===== src/rtl/pipe_ctrl.sv =====
// pipe_ctrl -- central pipeline sequencer for the 5-stage MIPS32 core.
//
// Merges the IF/ID/EX stall requests into one per-stage hold vector,
// counts out multi-cycle EX operations (mult/div/madd), sequences the
// exception flush/redirect and keeps a saturating stall-cycle counter.
//
// Ports:
//   clk                 clock
//   rst                 asynchronous reset, active low
//   stallreq_if_i       fetch not ready
//   stallreq_id_i       load-use hazard in ID
//   ex_multi_start_i    EX starts a multi-cycle op (1-cycle pulse)
//   ex_multi_cycles_i   length N of that op (N=0 treated as 1)
//   exc_valid_i         MEM-stage exception commit (1-cycle pulse)
//   exc_pc_i            exception handler address
//   stall_o             per-stage hold: [0]PC [1]IF [2]ID [3]EX [4]MEM [5]WB
//   ex_multi_done_o     EX result valid / EX released (1-cycle pulse)
//   flush_o             clear all pipeline registers (1-cycle pulse)
//   new_pc_o            redirect PC, valid while flush_o=1
//   busy_o              sequencer not in RUN
//   proto_err_o         sticky: start seen while MULTI or FLUSH
//   stall_cnt_o         saturating count of cycles with stall_o[0]=1
module pipe_ctrl #(
    parameter int CNT_W  = 6,
    parameter int PERF_W = 32
) (
    input  logic              clk,
    input  logic              rst,
    input  logic              stallreq_if_i,
    input  logic              stallreq_id_i,
    input  logic              ex_multi_start_i,
    input  logic [CNT_W-1:0]  ex_multi_cycles_i,
    input  logic              exc_valid_i,
    input  logic [31:0]       exc_pc_i,
    output logic [5:0]        stall_o,
    output logic              ex_multi_done_o,
    output logic              flush_o,
    output logic [31:0]       new_pc_o,
    output logic              busy_o,
    output logic              proto_err_o,
    output logic [PERF_W-1:0] stall_cnt_o
);

    typedef enum logic [1:0] {S_RUN, S_MULTI, S_FLUSH} state_t;

    localparam logic [CNT_W-1:0] CNT_ONE = CNT_W'(1);

    state_t             r_state;
    logic [CNT_W-1:0]   r_count;
    logic               r_flush;
    logic [31:0]        r_new_pc;
    logic               r_proto_err;
    logic [PERF_W-1:0]  r_stall_cnt;

    logic               w_start_ok;
    logic               w_ex_hold;
    logic               w_done;
    logic [5:0]         w_stall;

    // A start is only accepted from RUN and loses to a same-cycle exception.
    assign w_start_ok = (r_state == S_RUN) && ex_multi_start_i && !exc_valid_i;
    // EX is held on the start cycle and on every MULTI cycle until count hits 1.
    assign w_ex_hold  = w_start_ok || ((r_state == S_MULTI) && (r_count > CNT_ONE));
    // An exception on the would-be done cycle aborts the op with no pulse.
    assign w_done     = (r_state == S_MULTI) && (r_count == CNT_ONE) && !exc_valid_i;

    always_comb begin
        w_stall = 6'b000000;
        if (exc_valid_i)            w_stall = 6'b111111;
        else if (r_state == S_FLUSH) w_stall = 6'b000000;
        else if (w_ex_hold)         w_stall = 6'b001111;
        else if (stallreq_id_i)     w_stall = 6'b000111;
        else if (stallreq_if_i)     w_stall = 6'b000011;
    end

    // Combinational outputs are forced low while reset is asserted so that
    // every output reads zero immediately, independent of the request inputs.
    assign stall_o         = rst ? w_stall : 6'b000000;
    assign ex_multi_done_o = rst & w_done;
    assign flush_o         = r_flush;
    assign new_pc_o        = r_new_pc;
    assign busy_o          = (r_state != S_RUN);
    assign proto_err_o     = r_proto_err;
    assign stall_cnt_o     = r_stall_cnt;

    always_ff @(posedge clk or negedge rst) begin
        if (!rst) begin
            r_state     <= S_RUN;
            r_count     <= '0;
            r_flush     <= 1'b0;
            r_new_pc    <= '0;
            r_proto_err <= 1'b0;
            r_stall_cnt <= '0;
        end else begin
            if (w_stall[0] && (r_stall_cnt != '1))
                r_stall_cnt <= r_stall_cnt + PERF_W'(1);

            if (exc_valid_i) begin
                r_state  <= S_FLUSH;
                r_flush  <= 1'b1;
                r_new_pc <= exc_pc_i;
                r_count  <= '0;
            end else begin
                r_flush <= 1'b0;
                if (ex_multi_start_i && (r_state != S_RUN))
                    r_proto_err <= 1'b1;
                case (r_state)
                    S_RUN: begin
                        if (ex_multi_start_i) begin
                            r_state <= S_MULTI;
                            r_count <= (ex_multi_cycles_i == '0) ? CNT_ONE : ex_multi_cycles_i;
                        end
                    end
                    S_MULTI: begin
                        if (r_count > CNT_ONE) r_count <= r_count - CNT_ONE;
                        else                   r_state <= S_RUN;
                    end
                    default: r_state <= S_RUN;
                endcase
            end
        end
    end

endmodule


===== config.mk =====
export PLATFORM = sky130hd
export DESIGN_NAME = pipe_ctrl
export DESIGN_NICKNAME = d
export VERILOG_FILES = /design/src/rtl/pipe_ctrl.sv
export SDC_FILE = /design/constraint.sdc
export NUM_CORES = 1
export LEC_CHECK = 0
export BUFFER_PORTS_ARGS = -buffer_cell sky130_fd_sc_hd__buf_2
export CORE_ASPECT_RATIO = 0.5
export CORE_UTILIZATION = 30
export CTS_CLUSTER_SIZE = 16
export DETAILED_ROUTE_END_ITERATION = 10
export RECOVER_POWER = 25
export SLEW_MARGIN = 20
export SYNTH_ARGS = -nofsm -noshare
export SYNTH_HDL_FRONTEND = slang
export SYNTH_SLANG_ARGS = --single-unit

===== constraint.sdc =====
create_clock -name clk -period 5.9 [get_ports clk]
set_input_delay 0.295 -clock clk [delete_from_list [all_inputs] [get_ports clk]]
set_output_delay 0.295 -clock clk [all_outputs]
set_load 0.03 [all_outputs]

==> Yosys cells after proc, flatten, opt, wreduce, memory -nomap -nowiden <==
Index checks and enable logic that the tools add are counted.
{ "totals": {"output_inout_bits": 74, "elab_cells": 50, "register_bits": 74, "inputBits": 44} }
{ "classes": {"addsub": 2, "magnitude_cmp": 1, "eq_ne": 7, "n_reduce_logical": 16, "bitwise": 2, "mux": 16} }
{ "op_table": {"columns": ["operator", "n"], "rows": [
  ["$mux W6", 6],
  ["$add A32 B1 Y32 const B", 1],
  ["$ne A32 B32 Y1 const B", 1],
  ["$pmux W6 S2", 1],
  ["$mux W2", 4],
  ["$mux W4", 2],
  ["$logic_and A1 B1 Y1", 7],
  ["$eq A6 B1 Y1 const B", 1],
  ["$gt A6 B1 Y1 const B", 1],
  ["$logic_not A6 Y1", 1],
  ["$ne A3 B3 Y1 const B", 2],
  ["$sub A6 B1 Y6 const B", 1],
  ["$pmux W2 S2", 1],
  ["$reduce_and A2 Y1", 2],
  ["$mux W3", 1],
  ["$ne A3 B2 Y1 const B", 1],
  ["$reduce_and A3 Y1", 1],
  ["$reduce_bool A3 Y1", 1],
  ["$eq A2 B1 Y1 const B", 1],
  ["$eq A2 B2 Y1 const B", 1],
  ["$logic_not A2 Y1", 1],
  ["$reduce_bool A2 Y1", 1],
  ["$and A1 B1 Y1", 1],
  ["$logic_not A1 Y1", 1],
  ["3 further kinds", 3]
]} }

==> Longest topological paths before layout <==
{ "depth": {"word_depth": 8, "mapped_depth": 9, "ltp_nobuf": 7} }

==> Worst setup path before layout <==
OpenSTA, ideal clock, no wires.
{ "synth_path": {"path_type": "reg2out", "startpoint": "register r_count[3]", "endpoint": "output stall_o[1]", "setup_slack_ns": 3.571, "path_stages_with_launch": 7, "required_time_ns": 5.605, "t_arrival_ns": 2.034, "cell_sequence": "dfrtp_1 > or4_4 > o221ai_2 > buf_6 > nand2_1 > and2_1 > buf_4"} }
{ "synth_between": {"elab_chain_cells": 7} }
{ "synth_lines": {"columns": ["item", "line", "rtl"], "rows": [
  ["start, declared", "49", "logic [CNT_W-1:0] r_count;"],
  ["start signal, assigned", "111", "r_count <= (ex_multi_cycles_i == '0) ? CNT_ONE : ex_multi_cycles_i;"],
  ["start signal, assigned", "115", "if (r_count > CNT_ONE) r_count <= r_count - CNT_ONE;"],
  ["$gt A6 B1 Y1", "63", "assign w_ex_hold = w_start_ok || ((r_state == S_MULTI) && (r_count > CNT_ONE));"],
  ["$logic_and A1 B1 Y1", "63", null],
  ["$logic_or A1 B1 Y1", "63", null],
  ["$mux W4", "71", "else if (w_ex_hold) w_stall = 6'b001111;"],
  ["$mux W4", "70", "else if (r_state == S_FLUSH) w_stall = 6'b000000;"],
  ["$mux W6", "69", "if (exc_valid_i) w_stall = 6'b111111;"],
  ["$mux W6", "78", "assign stall_o = rst ? w_stall : 6'b000000;"],
  ["end, declared", "35", "output logic [5:0] stall_o,"]
]} }
Every way passes these cells.

==> Worst setup path in the final report <==
{ "layout_path": {"startpoint": "input exc_valid_i", "endpoint": "output stall_o[1]"} }
{ "layout_between": {"elab_chain_cells": 7} }
{ "layout_lines": {"columns": ["item", "line", "rtl"], "rows": [
  ["start, declared", "33", "input logic exc_valid_i,"],
  ["$logic_not A1 Y1", "61", "assign w_start_ok = (r_state == S_RUN) && ex_multi_start_i && !exc_valid_i;"],
  ["$logic_and A1 B1 Y1", "61", null],
  ["$logic_or A1 B1 Y1", "63", null],
  ["$mux W4", "71", null],
  ["$mux W4", "70", null],
  ["$mux W6 (*)", "69", null],
  ["$mux W6 (*)", "78", null]
]} }
Mark *: on every way between the ends. The rest lies on a longest branch, timed or not.

==> impl_metrics.py <==
metrics = {
    "drt": {
        "wl_per_cell_um": 14.6,
        "drt_pass1_iterations": 4,
        "vias_per_cell": 4.84,
        "routed_wl_mm": 8.27,
        "vias": 2744,
        "drt_iter0_drc": 151,
        "drc": 0,
        "postRouteAntennaNets": 0,
    },
    "placement": {
        "port_buffers": 117,
        "pre_cts_slack_ns": 3.19,
        "dp_hpwl_mm": 5.90,
        "place.gp.congestion": 0.744,
    },
    "cts": {
        "cts_resized": 0,
        "cts_inserted_buffers": 9,
        "htreeDepth": 3,
        "postCtsSetupRepairBufs": 0,
        "clk_latency_ns": 0.33,
        "postCtsHoldBufs": 1,
        "cts_tree": "built",
        "clk_pin_slew_worst_paths_ns": 0.05,
        "cts_root_buffer": "clkbuf_16",
        "clock_sinks": 74,
        "cts_buffer_depth": 2,
    },
    "synth": {
        "synth-seq-cells": 74,
        "synthArstFlopShare_pct": 100,
        "yosys_warnings": 0,
        "synth_top_area_share_pct": 53.5,
        "synth_area_um2": 3460,
        "synth_area_leaders": "dfrtp_1 54%, mux2_2 11%, xor2_1 3.8%",
        "netlist_instances": 301,
        "syn_nets": 348,
        "synth-main-ff-cell": "dfrtp_1",
        "yosysSeqAreaShare_pct": 53.5,
        "yosysTopAreaCell": "dfrtp_1",
        "synth_cell_type_count": 48,
        "avgSynthCellArea_um2": 11.5,
        "synth_edf_count": 0,
    },
    "sta": {
        "max_freq_ghz": 0.243,
        "hold_viol_final": 0,
        "min_period_ns": 4.12,
        "fin_crit_sh_pct": 69.8,
        "rsz0062_at_grt": "false",
        "finalClockSkew_ns": 0.00516,
        "slew_viol_final": 78,
        "slew_headroom_pct": -55.5,
        "setup_violations": 0,
        "tightest_slew_ns": 2.33,
        "setup_ws_ns": 1.78,
        "tns_ns": 0,
    },
    "flow_run": {
        "maxCapViolations": 2,
    },
    "pwr": {
        "p_leak_nw": 1.97,
        "power_density_nw_per_um2": 336,
        "peakVddDrop_v": 0.000150,
    },
    "outcome": {
        "violations": "capacitance limit, slew limit",
        "outcome": "complete, but fails checks",
    },
    "global_route": {
        "grt_pass1_vias": 2571,
        "grt_max_degree": 52,
        "overflow": 0,
        "grt_first_pass_wirelength_mm": 13.2,
        "track_usage_pct": 14.3,
        "antenna_found_initial": 0,
    },
    "worst_hold_path": {
        "hold_depth": 2,
        "worstHoldStart": "exc_pc_i[10]",
        "min_to": "new_pc_o[10]",
        "hp-class": "in2reg",
    },
    "critical_path": {
        "r2r_cells": 5,
        "crit_required_ns": 5.61,
        "r2r-start": "r_count[3]",
        "crit_type": "in2out",
        "cpMostUsedCell": "buf_2",
        "setup.worst_path.start_class": "input pin",
        "worstPathArrival_ns": 3.82,
        "crit_chain": "buf_2, clkbuf_1, nor2b_1, o221ai_2, nand2_1, and2_1, buf_2",
        "crit_fanout": 47,
        "crit_buf_inv": 3,
        "reg2reg_to": "stall_cnt_o[1]",
        "worst-path-stages": 7,
        "cp-end-kind": "primary output",
        "r2r_slack_ns": 3.28,
        "slowest_delay_ns": 1.65,
        "cpMaxStageDelayCell": "clkbuf_1",
        "critPathTopFamily": "buffers and inverters",
    },
    "floorplan": {
        "start_util_pct": 31.1,
        "row_count": 27,
        "coreArea_um2": 11100,
        "boundaryPins": 118,
        "die-area_um2": 12000,
        "die_x_um": 154,
        "die_h_um": 77.9,
    },
    "cells_and_area": {
        "most-common-layout-cells": "116 x buf_2, 74 x dfrtp_1, 34 x mux2_2",
        "area_growth_syn_to_layout_pct": 29.3,
        "drive_gt1_share_pct": 42.2,
        "final_common_cell": "buf_2",
        "num-nets-final": 465,
        "n_antenna_cell": 0,
    },
}
-- synth_stat cells, types with 2 or more instances --
cell	n
nor3_1	14
dfrtp_1	74
inv_1	5
buf_1	3
nor2_1	19
a211oi_1	2
and3_1	3
o21ai_0	4
and3_2	2
nand2b_1	4
nor4_1	4
o211ai_1	2
mux2_2	34
and2_1	3
nand3b_1	2
nand2_1	19
buf_4	2
ha_1	3
nand3_1	19
o21a_1	2
xor2_1	15
nor2b_1	3
buf_2	2
buf_6	2
xnor2_1	14
or4_4	2
clkbuf_1	5
nand4_1	14
a21oi_1	5
-- per-layer routing --
layer	global-route usage [%]	vias up	share of wire, %
met3	3.80	12	2.9
met2	23.4	48	50
li1	-	1313	-
met4	5.80	0	1.7
met1	18.0	1371	46
met5	0	-	0
-- power breakdown --
group,switching [mW],leakage (nW),internal (mW)
combinational,0.210,0.931,0.113
sequential,0.0565,0.884,0.563
clock,0.201,0.152,0.359
total,0.468,1.97,1.03
-- how the worst max path moves through the flow --
stage	startpoint	end	slack [ns]
after floorplan	r_count[3]	stall_o[1]	3.57
after global placement	exc_valid_i	stall_o[1]	3.25
after detailed placement	exc_valid_i	stall_o[1]	3.19
after CTS	r_count[3]	stall_o[1]	2.87
after global routing	exc_valid_i	stall_o[1]	1.48
final	exc_valid_i	stall_o[1]	1.78
-- cell families (layout without fill, tap and decap cells) --
family,Yosys count,after routing,synth area share (%)
AND/OR/NAND/NOR,116,116,18.1
flip-flops,74,74,53.5
multiplexers,34,34,11.1
adder cells (fa/ha/maj),3,3,1.09
AO/OA/AOI/OAI,26,26,6.08
XOR/XNOR,29,29,7.34
buffers and inverters,19,140,2.79
-- metrics by stage --
stage / cells / area (µm²) / hold WS [ns] / total power, mW / utilization, %
final: 567 / 4470 / 0.189 / 1.50 / 40.2
after global routing: 567 / 4470 / 0.178 / 1.57 / 40.2
after CTS: 567 / 4480 / 0.178 / 1.52 / 40.3
after detailed placement: 551 / 4170 / 0.243 / 0.954 / 37.5
after global placement: 551 / 4170 / 0.244 / 0.951 / 37.5
after floorplan: 301 / 3460 / -0.000591 / 0.843 / -
-- cell type report --
cell class / instances / area, µm²
clock buffers: 13 / 270
clock inverters: 2 / 35.0
fillers: 1104 / 6640
inverters: 5 / 18.8
multi-input cells: 208 / 1510
flip-flops and latches: 74 / 1850
well taps: 145 / 181
repair buffers: 120 / 606
-- state kept, by name, indices dropped and copies added, names as in the netlist --
signal       cells
flush_o          1
proto_err_o      1
new_pc_o        32
r_state          2
stall_cnt_o     32
r_count          6
-- worst register-to-register path, stage by stage (launching register included) --
cell,delay [ns]
dfrtp_1,0.42
or4_4,0.58
o221ai_2,0.56
nand2_1,0.40
nand2_1,0.21
mux2_2,0.35
(Power assumes the default switching activity.)
